**config.mk**
```make
export PLATFORM = sky130hd
export DESIGN_NAME = layer_mem_arbiter
export DESIGN_NICKNAME = d
export VERILOG_FILES = /design/src/rtl/conv_pkg.sv /design/src/rtl/layer_mem_arbiter_rr_pick.sv /design/src/rtl/layer_mem_arbiter.sv
export SDC_FILE = /design/constraint.sdc
export NUM_CORES = 1
export LEC_CHECK = 0
export ABC_AREA = 1
export CORE_ASPECT_RATIO = 1.75
export CORE_MARGIN = 4
export CORE_UTILIZATION = 40
export CTS_BUF_LIST = sky130_fd_sc_hd__clkbuf_8
export DETAILED_ROUTE_END_ITERATION = 7
export GPL_TIMING_DRIVEN = 1
export HOLD_SLACK_MARGIN = 0.08
export PLACE_DENSITY = 0.87
export SLEW_MARGIN = 40
export SYNTH_ARGS = -nofsm -noshare
export SYNTH_HDL_FRONTEND = slang
export SYNTH_SLANG_ARGS = --single-unit
```
**constraint.sdc**
```tcl
create_clock -name clk -period 6 [get_ports clk]
set_clock_uncertainty 0.2 [all_clocks]
set_input_delay 0.6 -clock clk [delete_from_list [all_inputs] [get_ports clk]]
set_output_delay 0.6 -clock clk [all_outputs]
set_load 0.005 [all_outputs]
```
**src/rtl/conv_pkg.sv**
```systemverilog
// Shared types for the conv/pool datapath: memory selects, widths, pixel type.
package conv_pkg;

  localparam int ADDR_W = 12;
  localparam int DATA_W = 20;

  // Signed 4.16 fixed-point pixel.
  typedef logic signed [DATA_W-1:0] pixel_t;

  typedef enum logic [2:0] {
    MEM_NONE   = 3'b000,
    MEM_LAYER0 = 3'b001,
    MEM_LAYER1 = 3'b011
  } mem_sel_e;

  function automatic logic sel_is_legal(input logic [2:0] s);
    return (s == MEM_LAYER0) || (s == MEM_LAYER1);
  endfunction

endpackage

```
**src/rtl/layer_mem_arbiter_rr_pick.sv**
```systemverilog
// Combinational round-robin picker: first set req at or above ptr, wrapping to 0.
module rr_pick #(
  parameter int N     = 3,
  parameter int IDX_W = 2
) (
  input  logic [N-1:0]     req,
  input  logic [IDX_W-1:0] ptr,
  output logic [N-1:0]     gnt
);

  logic found;

  // Pass one covers ptr..N-1; pass two only reaches 0..ptr-1 when pass one found nothing.
  always_comb begin
    gnt   = '0;
    found = 1'b0;
    for (int i = 0; i < N; i++) begin
      if (!found && req[i] && (i >= int'(ptr))) begin
        gnt[i] = 1'b1;
        found  = 1'b1;
      end
    end
    for (int i = 0; i < N; i++) begin
      if (!found && req[i]) begin
        gnt[i] = 1'b1;
        found  = 1'b1;
      end
    end
  end

endmodule

```
**src/rtl/layer_mem_arbiter.sv**
```systemverilog
// Round-robin arbiter with burst lock sharing the single layer-memory port;
// registers the winning command and returns read data to the issuer.
module layer_mem_arbiter
  import conv_pkg::*;
#(
  parameter  int NREQ   = 3,
  parameter  int ADDR_W = conv_pkg::ADDR_W,
  parameter  int DATA_W = conv_pkg::DATA_W,
  localparam int IDX_W  = (NREQ > 1) ? $clog2(NREQ) : 1
) (
  input  logic                   clk,
  input  logic                   reset,
  input  logic [NREQ-1:0]        req,
  input  logic [NREQ-1:0]        we,
  input  logic [NREQ-1:0]        lock,
  input  logic [3*NREQ-1:0]      sel,
  input  logic [ADDR_W*NREQ-1:0] addr,
  input  logic [DATA_W*NREQ-1:0] wdata,
  output logic [NREQ-1:0]        gnt,
  output logic [NREQ-1:0]        rvalid,
  output logic [DATA_W-1:0]      rdata,
  output logic                   sel_err,
  output logic                   cwr,
  output logic                   crd,
  output logic [ADDR_W-1:0]      caddr_wr,
  output logic [ADDR_W-1:0]      caddr_rd,
  output logic [DATA_W-1:0]      cdata_wr,
  input  logic [DATA_W-1:0]      cdata_rd,
  output logic [2:0]             csel,
  output logic [IDX_W-1:0]       dbg_rr_ptr,
  output logic                   dbg_owner_vld,
  output logic [IDX_W-1:0]       dbg_owner
);

  // Handshake: requester i raises req[i] with payload held stable; the transfer
  // happens in the cycle where req[i] & gnt[i]. gnt is combinational, at most
  // one-hot, never set without req. A new payload may follow the next cycle.

  logic [IDX_W-1:0]  rr_ptr_q, rr_ptr_d;
  logic [IDX_W-1:0]  owner_q, owner_d;
  logic              owner_vld_q, owner_vld_d;

  logic [NREQ-1:0]   rr_gnt, owner_oh, gnt_raw;
  logic              owner_active, xfer;

  logic [IDX_W-1:0]  win_idx;
  logic              win_we, win_lock;
  logic [2:0]        win_sel;
  logic [ADDR_W-1:0] win_addr;
  logic [DATA_W-1:0] win_wdata;

  logic              cwr_q, crd_q, sel_err_q;
  logic [2:0]        csel_q;
  logic [ADDR_W-1:0] caddr_wr_q, caddr_rd_q;
  logic [DATA_W-1:0] cdata_wr_q;
  logic [IDX_W-1:0]  rd_idx_q, rtag_q;
  logic              rtag_vld_q;

  rr_pick #(
    .N     (NREQ),
    .IDX_W (IDX_W)
  ) u_pick (
    .req (req),
    .ptr (rr_ptr_q),
    .gnt (rr_gnt)
  );

  // An owner whose req has dropped loses the port this very cycle.
  always_comb begin
    owner_oh = '0;
    for (int i = 0; i < NREQ; i++) begin
      owner_oh[i] = owner_vld_q && (owner_q == IDX_W'(i));
    end
    owner_active = |(owner_oh & req);
    gnt_raw      = owner_active ? owner_oh : rr_gnt;
    gnt          = reset ? gnt_raw : '0;
    xfer         = |gnt;
  end

  always_comb begin
    win_idx   = '0;
    win_we    = 1'b0;
    win_lock  = 1'b0;
    win_sel   = 3'b000;
    win_addr  = '0;
    win_wdata = '0;
    for (int i = 0; i < NREQ; i++) begin
      if (gnt[i]) begin
        win_idx   = IDX_W'(i);
        win_we    = we[i];
        win_lock  = lock[i];
        win_sel   = sel[i*3 +: 3];
        win_addr  = addr[i*ADDR_W +: ADDR_W];
        win_wdata = wdata[i*DATA_W +: DATA_W];
      end
    end
  end

  always_comb begin
    rr_ptr_d    = rr_ptr_q;
    owner_d     = owner_q;
    owner_vld_d = owner_vld_q;
    if (xfer) begin
      rr_ptr_d    = (int'(win_idx) == NREQ - 1) ? '0 : win_idx + 1'b1;
      owner_d     = win_idx;
      owner_vld_d = win_lock;
    end else if (owner_vld_q) begin
      owner_vld_d = 1'b0;
    end
  end

  always_ff @(posedge clk or negedge reset) begin
    if (!reset) begin
      rr_ptr_q    <= '0;
      owner_q     <= '0;
      owner_vld_q <= 1'b0;
    end else begin
      rr_ptr_q    <= rr_ptr_d;
      owner_q     <= owner_d;
      owner_vld_q <= owner_vld_d;
    end
  end

  // Addresses and write data hold between transfers; only strobes and csel idle.
  always_ff @(posedge clk or negedge reset) begin
    if (!reset) begin
      cwr_q      <= 1'b0;
      crd_q      <= 1'b0;
      csel_q     <= MEM_NONE;
      caddr_wr_q <= '0;
      caddr_rd_q <= '0;
      cdata_wr_q <= '0;
      rd_idx_q   <= '0;
      rtag_q     <= '0;
      rtag_vld_q <= 1'b0;
      sel_err_q  <= 1'b0;
    end else begin
      cwr_q      <= xfer && win_we;
      crd_q      <= xfer && !win_we;
      csel_q     <= xfer ? win_sel : MEM_NONE;
      if (xfer && win_we) begin
        caddr_wr_q <= win_addr;
        cdata_wr_q <= win_wdata;
      end
      if (xfer && !win_we) begin
        caddr_rd_q <= win_addr;
        rd_idx_q   <= win_idx;
      end
      rtag_vld_q <= crd_q;
      rtag_q     <= rd_idx_q;
      if (xfer && !sel_is_legal(win_sel)) begin
        sel_err_q <= 1'b1;
      end
    end
  end

  always_comb begin
    rvalid = '0;
    for (int i = 0; i < NREQ; i++) begin
      rvalid[i] = rtag_vld_q && (rtag_q == IDX_W'(i));
    end
  end

  assign rdata         = cdata_rd;
  assign sel_err       = sel_err_q;
  assign cwr           = cwr_q;
  assign crd           = crd_q;
  assign csel          = csel_q;
  assign caddr_wr      = caddr_wr_q;
  assign caddr_rd      = caddr_rd_q;
  assign cdata_wr      = cdata_wr_q;
  assign dbg_rr_ptr    = rr_ptr_q;
  assign dbg_owner_vld = owner_vld_q;
  assign dbg_owner     = owner_q;

endmodule
```
**After elaboration in Yosys (flattened, before gate mapping)**

Index checks and enable logic that the tools add are counted.
W data, S select, Z words.

- Input port bits: 136
- Output and inout port bits: 81
- Word-level logic and storage cells: 86
- Bits in registers: 60

- Mux-type cells: 32
- Reductions and logical operators: 29
- Bitwise operators: 1
- Equality and inequality tests: 7
- Add/subtract/negate cells: 1
- Magnitude comparators: 3

Operators with widths:

| cell | count |
|---|---|
| $mux W20 | 3 |
| $mux W12 | 3 |
| $mux W1 | 18 |
| $mux W3 | 6 |
| $logic_and A1 B1 Y1 | 17 |
| $logic_not A1 Y1 | 7 |
| $eq A2 B2 Y1 const B | 3 |
| $reduce_or A3 Y1 | 2 |
| $eq A2 B1 Y1 const B | 2 |
| $ge A1 B2 Y1 const A | 2 |
| $logic_not A2 Y1 | 2 |
| $mux W2 | 2 |
| $and A3 B3 Y3 | 1 |
| $eq A3 B1 Y1 const B | 1 |
| $eq A3 B2 Y1 const B | 1 |
| $add A2 B1 Y2 const B | 1 |
| $ge A2 B2 Y1 const A | 1 |
| $logic_or A1 B1 Y1 | 1 |

**Depth between registers and ports, before layout**

Gate-level depths: netlist of the first run.

- Depth after elaboration: 29
- Depth in mapped cells: 15
- Gate-level depth less buffers: 13

**By module**

A second synthesis of the first run with hierarchy kept.

- Cell total of the unflattened synthesis: 497
- Area total of the unflattened synthesis: 3399.5 um^2

By module, submodules not included:

| module | cells an instance | seq. area each (um^2) | area an instance (um^2) | times used |
|---|---|---|---|---|
| layer_mem_arbiter | 481 | 1476.4 | 3323.2 | 1 |
| rr_pick | 16 | 0.0 | 76.3 | 1 |

**Least setup slack after synthesis of the first run**

No wires, ideal clock.

- Path type: input port to output port
- Start point: input req[1]
- End point: output gnt[2]
- Arrival: 1529 ps
- Buffers on the path: 2
- Setup slack: 3671 ps
- Data required time: 5200 ps
- Stages on the path: 8
- Cells stage by stage: nand4_1 nand3_2 nor2_1 nand2_1 nand2_2 inv_2 buf_2 buf_4

- Word-level cells in the longest chain between the ends: 18
- Elaborated cells between the ends (all ways): 21
- Classes of those cells: 8 x mux; 1 x bitwise; 12 x reduce/logical

Ends and longest elaborated chain:

| element | RTL line | RTL |
|---|---|---|
| start: declaration | layer_mem_arbiter.sv:13 | `input logic [NREQ-1:0] req,` |
| $logic_and A1 B1 Y1 (2 in series) | layer_mem_arbiter_rr_pick.sv:18 | `if (!found && req[i] && (i >= int'(ptr))) begin` |
| $mux W1 | layer_mem_arbiter_rr_pick.sv:18 |  |
| $logic_not A1 Y1 | layer_mem_arbiter_rr_pick.sv:18 |  |
| $logic_and A1 B1 Y1 (2 in series) | layer_mem_arbiter_rr_pick.sv:18 |  |
| $mux W1 | layer_mem_arbiter_rr_pick.sv:18 |  |
| $logic_not A1 Y1 | layer_mem_arbiter_rr_pick.sv:24 | `if (!found && req[i]) begin` |
| $logic_and A1 B1 Y1 | layer_mem_arbiter_rr_pick.sv:24 |  |
| $mux W1 | layer_mem_arbiter_rr_pick.sv:24 |  |
| $logic_not A1 Y1 | layer_mem_arbiter_rr_pick.sv:24 |  |
| $logic_and A1 B1 Y1 | layer_mem_arbiter_rr_pick.sv:24 |  |
| $mux W1 | layer_mem_arbiter_rr_pick.sv:24 |  |
| $logic_not A1 Y1 | layer_mem_arbiter_rr_pick.sv:24 |  |
| $logic_and A1 B1 Y1 | layer_mem_arbiter_rr_pick.sv:24 |  |
| $mux W1 | layer_mem_arbiter_rr_pick.sv:24 |  |
| $mux W3 * | layer_mem_arbiter.sv:75 | `gnt_raw = owner_active ? owner_oh : rr_gnt;` |
| $mux W3 * | layer_mem_arbiter.sv:76 | `gnt = reset ? gnt_raw : '0;` |
| end: declaration | layer_mem_arbiter.sv:19 | `output logic [NREQ-1:0] gnt,` |

Mark *: on every way between the ends. The rest lies on a longest branch, timed or not.

**Worst setup path after layout of the first run**

Ends and elaborated chain as after synthesis.

==> out/summary.txt, run 1 <==
Hold path cells: 0
Effective utilization at floorplan: 41.4%
CP required: 5200 ps
CP max-delay cell: clkdlybuf4s50_1
Reg clk slew, reported paths: 60 ps
CTS H-tree depth: 3
Critical path type: input pin to output pin
IO Port Bufs: 176
R2R cell count: 11
Post-synthesis sequential area ratio: 44.8%
Number of antenna violations at the first check in global routing: 0
GRT Total Usage: 21.9%
CTS tree: done
Syn Inst Count: 459
Num ports: 217
#FFs+latches synth: 59
Clock latency on the worst-skew pair: 330 ps
WL per Instance: 15.4 microns
Commonest non-fill, non-tap cell in the layout: nand2_1
Iter 0 DRT Violations: 195
Antenna cell count: 0
Max-Cap Viols: 0
Routed vias/inst: 5.00
Cell taking the most area after synthesis: dfrtp_1
Multi-input gate area: 1420 sq um
DRT Wirelength: 10800 microns
DP Worst Slack: 2190 ps
# resized after CTS: 0
Max Used Layer: met4
Vias post-DR: 3494
DIE AREA: 9810 sq um
Wl on met1: 3640 microns
Yosys top cell area share: 44.8%
Setup TNS: 0 ps
CP cell instances: clkdlybuf4s50_1, nand4_1, nand3_2, nor2_1, nand2_1, nand2_2, inv_2, clkdlybuf4s50_1
Worst stage delay on the critical path: 630 ps
Area of the mapped netlist: 3290 sq um
Reg area: 1480 sq um
Largest net degree at the start of global routing: 60
Post-route minimum period: 3740 ps
Gpl congestion: 0.832
DR WL met3: 580 microns
Crit end category: output pin
Worst Slack Setup Final: 2260 ps
Status: completed
Critical path fanouts, max: 35
Fmax: 268 MHz
CTS max path bufs: 2
Yosys warning count: 0
Layout cells sized above 1: 5.25%
Filler cells: 706
Post-CTS setup buffers: 0
DRT antenna net count: 0
Hold_buf cts: 0
First drt pass iteration count: 4
Startpoint Class: input pin
DRC violations left: 0
Fin crit share: 62.3%
Type of the worst min-delay path: register to register
Most frequent CP cell: clkdlybuf4s50_1
Area contributors post-synth: dfrtp_1 (45%), nand2_1 (28%), nand3_1 (6.2%)
Final setup vio count: 0
Pwr Density: 406 nW/um^2
Worst rel slew slack: 52.3%
Total core area: 7960 sq um
Most frequent cells in the layout: nand2_1 (242), clkdlybuf4s50_1 (175), dfrtp_1 (59), nand3_1 (41), nor2_1 (18)
Hpwl dp: 8110 microns
Gr ovfl total: 0
Area grow syn2layout: 54.0%
Slew @ Worst Pin: 716 ps
CTS Buf Count: 9
Post-Syn Nets: 595
Die width: 76.6 microns
Worst VDD drop: 0.000184 V
Hold Vio Cnt, Final: 0
Cell variety after synth: 24
Unrepaired setup endpoints after global routing: false
Leakage: 2.47 nW
Die Ht: 128 microns
Crit path DAT: 2940 ps
CTS sink count: 59
DR WL met2: 5950 microns
Root Buffer: clkbuf_8
R2R setup slack: 2800 ps
Syn Area/Cell: 7.18 sq um
Vias in the first global route: 3472
Row cnt: 43
Nets: 740
Final slew viol count: 0
First-pass GRT wire length: 16800 microns
metal layers:
layer,global-route usage (%),up-vias
met2,41.5,140
met1,20.8,1605
met4,15.3,0
met5,0,-
met3,4.57,49
li1,-,1700
sequential cells by signal, indices dropped and copies added (netlist names):
signal         flops
cdata_wr          20
dbg_owner_vld      1
rd_idx_q           2
csel               3
rtag_q             2
sel_err            1
caddr_wr          12
rtag_vld_q         1
dbg_rr_ptr         2
caddr_rd          12
dbg_owner          1
crd                1
cwr                1
final timing paths:
kind                                end          start
setup / recovery                 gnt[2]         req[1]
hold / removal                rtag_q[1]    rd_idx_q[1]
setup reg to reg           cdata_wr[17]  dbg_rr_ptr[1]
hold reg to reg               rtag_q[1]    rd_idx_q[1]
max in group asynchronous  caddr_rd[11]          reset
min in group asynchronous   cdata_wr[5]          reset
power by group:
part / switching, W / internal (W) / total (W)
Sequential: 0.0000980 / 0.000545 / 0.000643
Combinational: 0.000544 / 0.000472 / 0.00102
Clock: 0.000150 / 0.000254 / 0.000404
Total: 0.000791 / 0.00127 / 0.00206
stage by stage:
stage               util (%)  area [sq um]  instances  hold WS [ps]  power [W]
floorplan                  -          3290        459           104    0.00121
global placement        60.9          4850        683           155    0.00164
detailed placement      60.9          4850        683           159    0.00167
CTS                     63.7          5070        699           173    0.00209
global route            63.7          5070        699           178    0.00222
finish                  63.7          5070        699           172    0.00206
cell families after synthesis:
logic type	Yosys count	synth area share, %
flops	59	44.8
buf+inv	62	12.0
simple gates	316	39.5
compound gates	22	3.65
worst max-delay path: cells and delay by family:
kind                   cells  cell delay, ps
and+or+nand+nor            5             640
buffers and inverters      3            1670
synth_stat cells:
master and number:
nand2_1 242, nor3_1 1, nand3_2 1, nand3_1 41
buf_6 7, o21ai_0 10, inv_2 6, a21oi_2 1
dfrtp_1 59, nor3b_1 1, nand3_4 1, buf_2 10
inv_1 13, o22ai_1 1, nand2_2 4, nand4_1 3
o21ai_1 6, a21oi_1 2, buf_4 26, o2111ai_1 1
nor2_4 2, nor2_1 18, a31oi_1 1, nand3b_1 2
layout make-up:
cell class / count / area share, %
Clock inverter: 5 / 1.50
Timing Repair Buffer: 177 / 34.8
Sequential cell: 59 / 29.1
Clock buffer: 11 / 2.98
Inverter: 19 / 1.41
Tap cell: 90 / 2.22
Multi-Input combinational cell: 338 / 28.0
No activity file was read; power rests on OpenSTA's default activity.
==> inputs of run 2 (changes only) <==
- CORE_UTILIZATION: 40 -> 34
- PLACE_DENSITY: 0.87 -> 0.79
- clock period: 6 -> 3.1 ns (I/O delays scaled with it)
==> run 2 against run 1 <==
  * First-iteration DRC count shrank 54%
  * Final area grew 2.8%
  * Via count grew 1.0%
  * Core utilization shrank 8.7 points
  * Register-to-register slack lost 2300 ps
  * Sequential share of layout area shrank 0.78 points
  * Global-route usage shrank 1.6 points
  * Power grew 100%
  * Largest power group unchanged
==> out/summary.txt, run 2 (same netlist as run 1, synthesis figures left out) <==
CP cell instances: nand4_1, nand3_2, nor2_1, nand2_1, nand2_2, inv_2, clkdlybuf4s50_1
DIE AREA: 11400 sq um (+16%)
Flop pwr share: 29.2% (-2.0 points)
Hold_buf cts: 1 (+1)
Gpl congestion: 0.840 (+0.89%)
Final slew viol count: 0 (unchanged)
CP max-delay cell: dfrtp_1
Worst hold slack: 178 ps (+6.66 ps)
Wl on met1: 3970 microns (+8.8%)
Root Buffer: clkbuf_8
Worst stage delay on the critical path: 550 ps (-80 ps)
Die Ht: 138 microns (+7.9%)
Critical path type: register to output pin
CP required: 2590 ps (-2610 ps)
Row cnt: 47 (+9.3%)
Nets: 747 (+0.95%)
Routed vias/inst: 4.78 (-4.3%)
Post-route minimum period: 2790 ps
Crit end category: output pin
DR WL met2: 6190 microns (+3.9%)
Max Used Layer: met4
First-pass GRT wire length: 17500 microns (+4.3%)
Critical path fanouts, max: 10 (-71%)
Type of the worst min-delay path: register to register
Iter 0 DRT Violations: 89 (-54%)
Vias post-DR: 3530 (+1.0%)
Fin cells: 738 (+5.6%)
IO Port Bufs: 176 (unchanged)
Switch Pwr: 0.00157 W (+99%)
GRT Total Usage: 20.3% (-1.6 points)
Crit path DAT: 2280 ps (-660 ps)
Worst VDD drop: 0.000360 V (+96%)
Logic pwr share: 49.0% (-0.2 points)
CTS Buf Count: 9 (unchanged)
CTS max path bufs: 2 (unchanged)
Slew @ Worst Pin: 633 ps (-82.5 ps)
Clock latency on the worst-skew pair: 340 ps (about the same)
Hold Vio Cnt, Final: 0 (unchanged)
DP Cell Count: 721 (+5.6%)
Net Sw Frac: 37.4% (-0.92 points)
Worst rel slew slack: 57.7% (+5.4 points)
CTS sink count: 59 (unchanged)
Num ports: 217 (unchanged)
Effective utilization at floorplan: 34.8% (-6.6 points)
CTS H-tree depth: 3 (unchanged)
Setup TNS: 0 ps (unchanged)
First drt pass iteration count: 4 (unchanged)
Final setup vio count: 0 (unchanged)
Filler cells: 902 (+28%)
Gr ovfl total: 0 (unchanged)
CTS tree: done
Largest net degree at the start of global routing: 60 (unchanged)
Number of flip-flops under the largest register name: 20 (unchanged)
Fmax: 359 MHz
Max-Cap Viols: 0 (unchanged)
Total core area: 9470 sq um (+19%)
Number of antenna violations at the first check in global routing: 0 (unchanged)
DRC violations left: 0 (unchanged)
WL per Instance: 15.3 microns (-0.37%)
Vias in the first global route: 3650 (+5.1%)
Clock power frac: 21.8% (+2.2 points)
Antenna cell count: 0 (unchanged)
Final instance area: 5220 sq um (+2.8%)
Unrepaired setup endpoints after global routing: false
DR WL met3: 634 microns (+9.3%)
# resized after CTS: 0 (unchanged)
DRT Wirelength: 11300 microns (+5.2%)
Internal power: 0.00263 W (+110%)
Reg clk slew, reported paths: 60 ps (about the same)
Commonest non-fill, non-tap cell in the layout: nand2_1
Hpwl dp: 8510 microns (+5.0%)
Leakage: 2.52 nW (+2.4%)
Startpoint Class: register
Layout cells sized above 1: 6.01% (+0.75 points)
Area grow syn2layout: 58.3%
Post-CTS setup buffers: 0 (unchanged)
Die width: 82.4 microns (+7.6%)
Placed Area: 4940 sq um (+2.0%)
DRT antenna net count: 0 (unchanged)
Pwr Density: 806 nW/um^2 (+98%)
Fin crit share: 89.9%
Status: completed
Most frequent cells in the layout: nand2_1 (242), clkdlybuf4s50_1 (175), dfrtp_1 (59), nand3_1 (41), nor2_1 (18)
-- run 2: worst max-delay path: cells and delay by family, from the launching register on --
| kind | cells | cell delay [ps] |
|---|---|---|
| buffers and inverters | 2 | 640 |
| AND/OR/NAND/NOR | 5 | 760 |
| flip-flops | 1 | 550 |
-- run 2: worst paths after layout --
| check | from | end | slack [ps] | cells after the start |
|---|---|---|---|---|
| worst max-delay path | dbg_rr_ptr[1] | gnt[2] | 310 | 7 |
| worst min-delay path | rd_idx_q[1] | rtag_q[1] | 180 | 0 |
| worst max register to register | dbg_rr_ptr[1] | caddr_rd[10] | 530 | 13 |
| worst min register to register | rd_idx_q[1] | rtag_q[1] | 180 | 0 |
| max in group asynchronous | reset | caddr_wr[6] | 1870 | 3 |
| min in group asynchronous | reset | caddr_rd[11] | 440 | 3 |
-- run 2: routing by layer --
layer,vias up,track usage [%]
met2,128,37.3
li1,1712,-
met3,38,2.86
met4,0,12.0
met1,1652,20.4
met5,-,0
-- run 2: metrics by stage --
| step | setup slack [ps] | util [%] | total power [W] |
|---|---|---|---|
| 2_1_floorplan | 1100 | - | 0.00235 |
| 3_3_place_gp | 426 | 52.2 | 0.00326 |
| 3_5_place_dp | 334 | 52.2 | 0.00332 |
| 4_1_cts | 318 | 55.0 | 0.00425 |
| 5_1_grt | 163 | 55.1 | 0.00453 |
| 6_report | 312 | 55.1 | 0.00420 |
-- run 2: final cells by class --
type	count	area, sq um	area share [%]
Inverter	19	71.3	1.37
Multi-Input combinational cell	338	1420	27.3
Clock buffer	9	124	2.38
Tap cell	122	153	2.93
Timing Repair Buffer	184	1840	35.2
Sequential cell	59	1480	28.3
Clock inverter	7	133	2.54
-- run 2: power groups by stage --
stage | logic [W] | registers [W] | clock network [W]
CTS | 0.00210 | 0.00123 | 0.000930
detailed placement | 0.00209 | 0.00124 | 0
floorplan | 0.00112 | 0.00123 | 0
global placement | 0.00203 | 0.00123 | 0
global route | 0.00230 | 0.00126 | 0.000960
finish | 0.00206 | 0.00123 | 0.000919
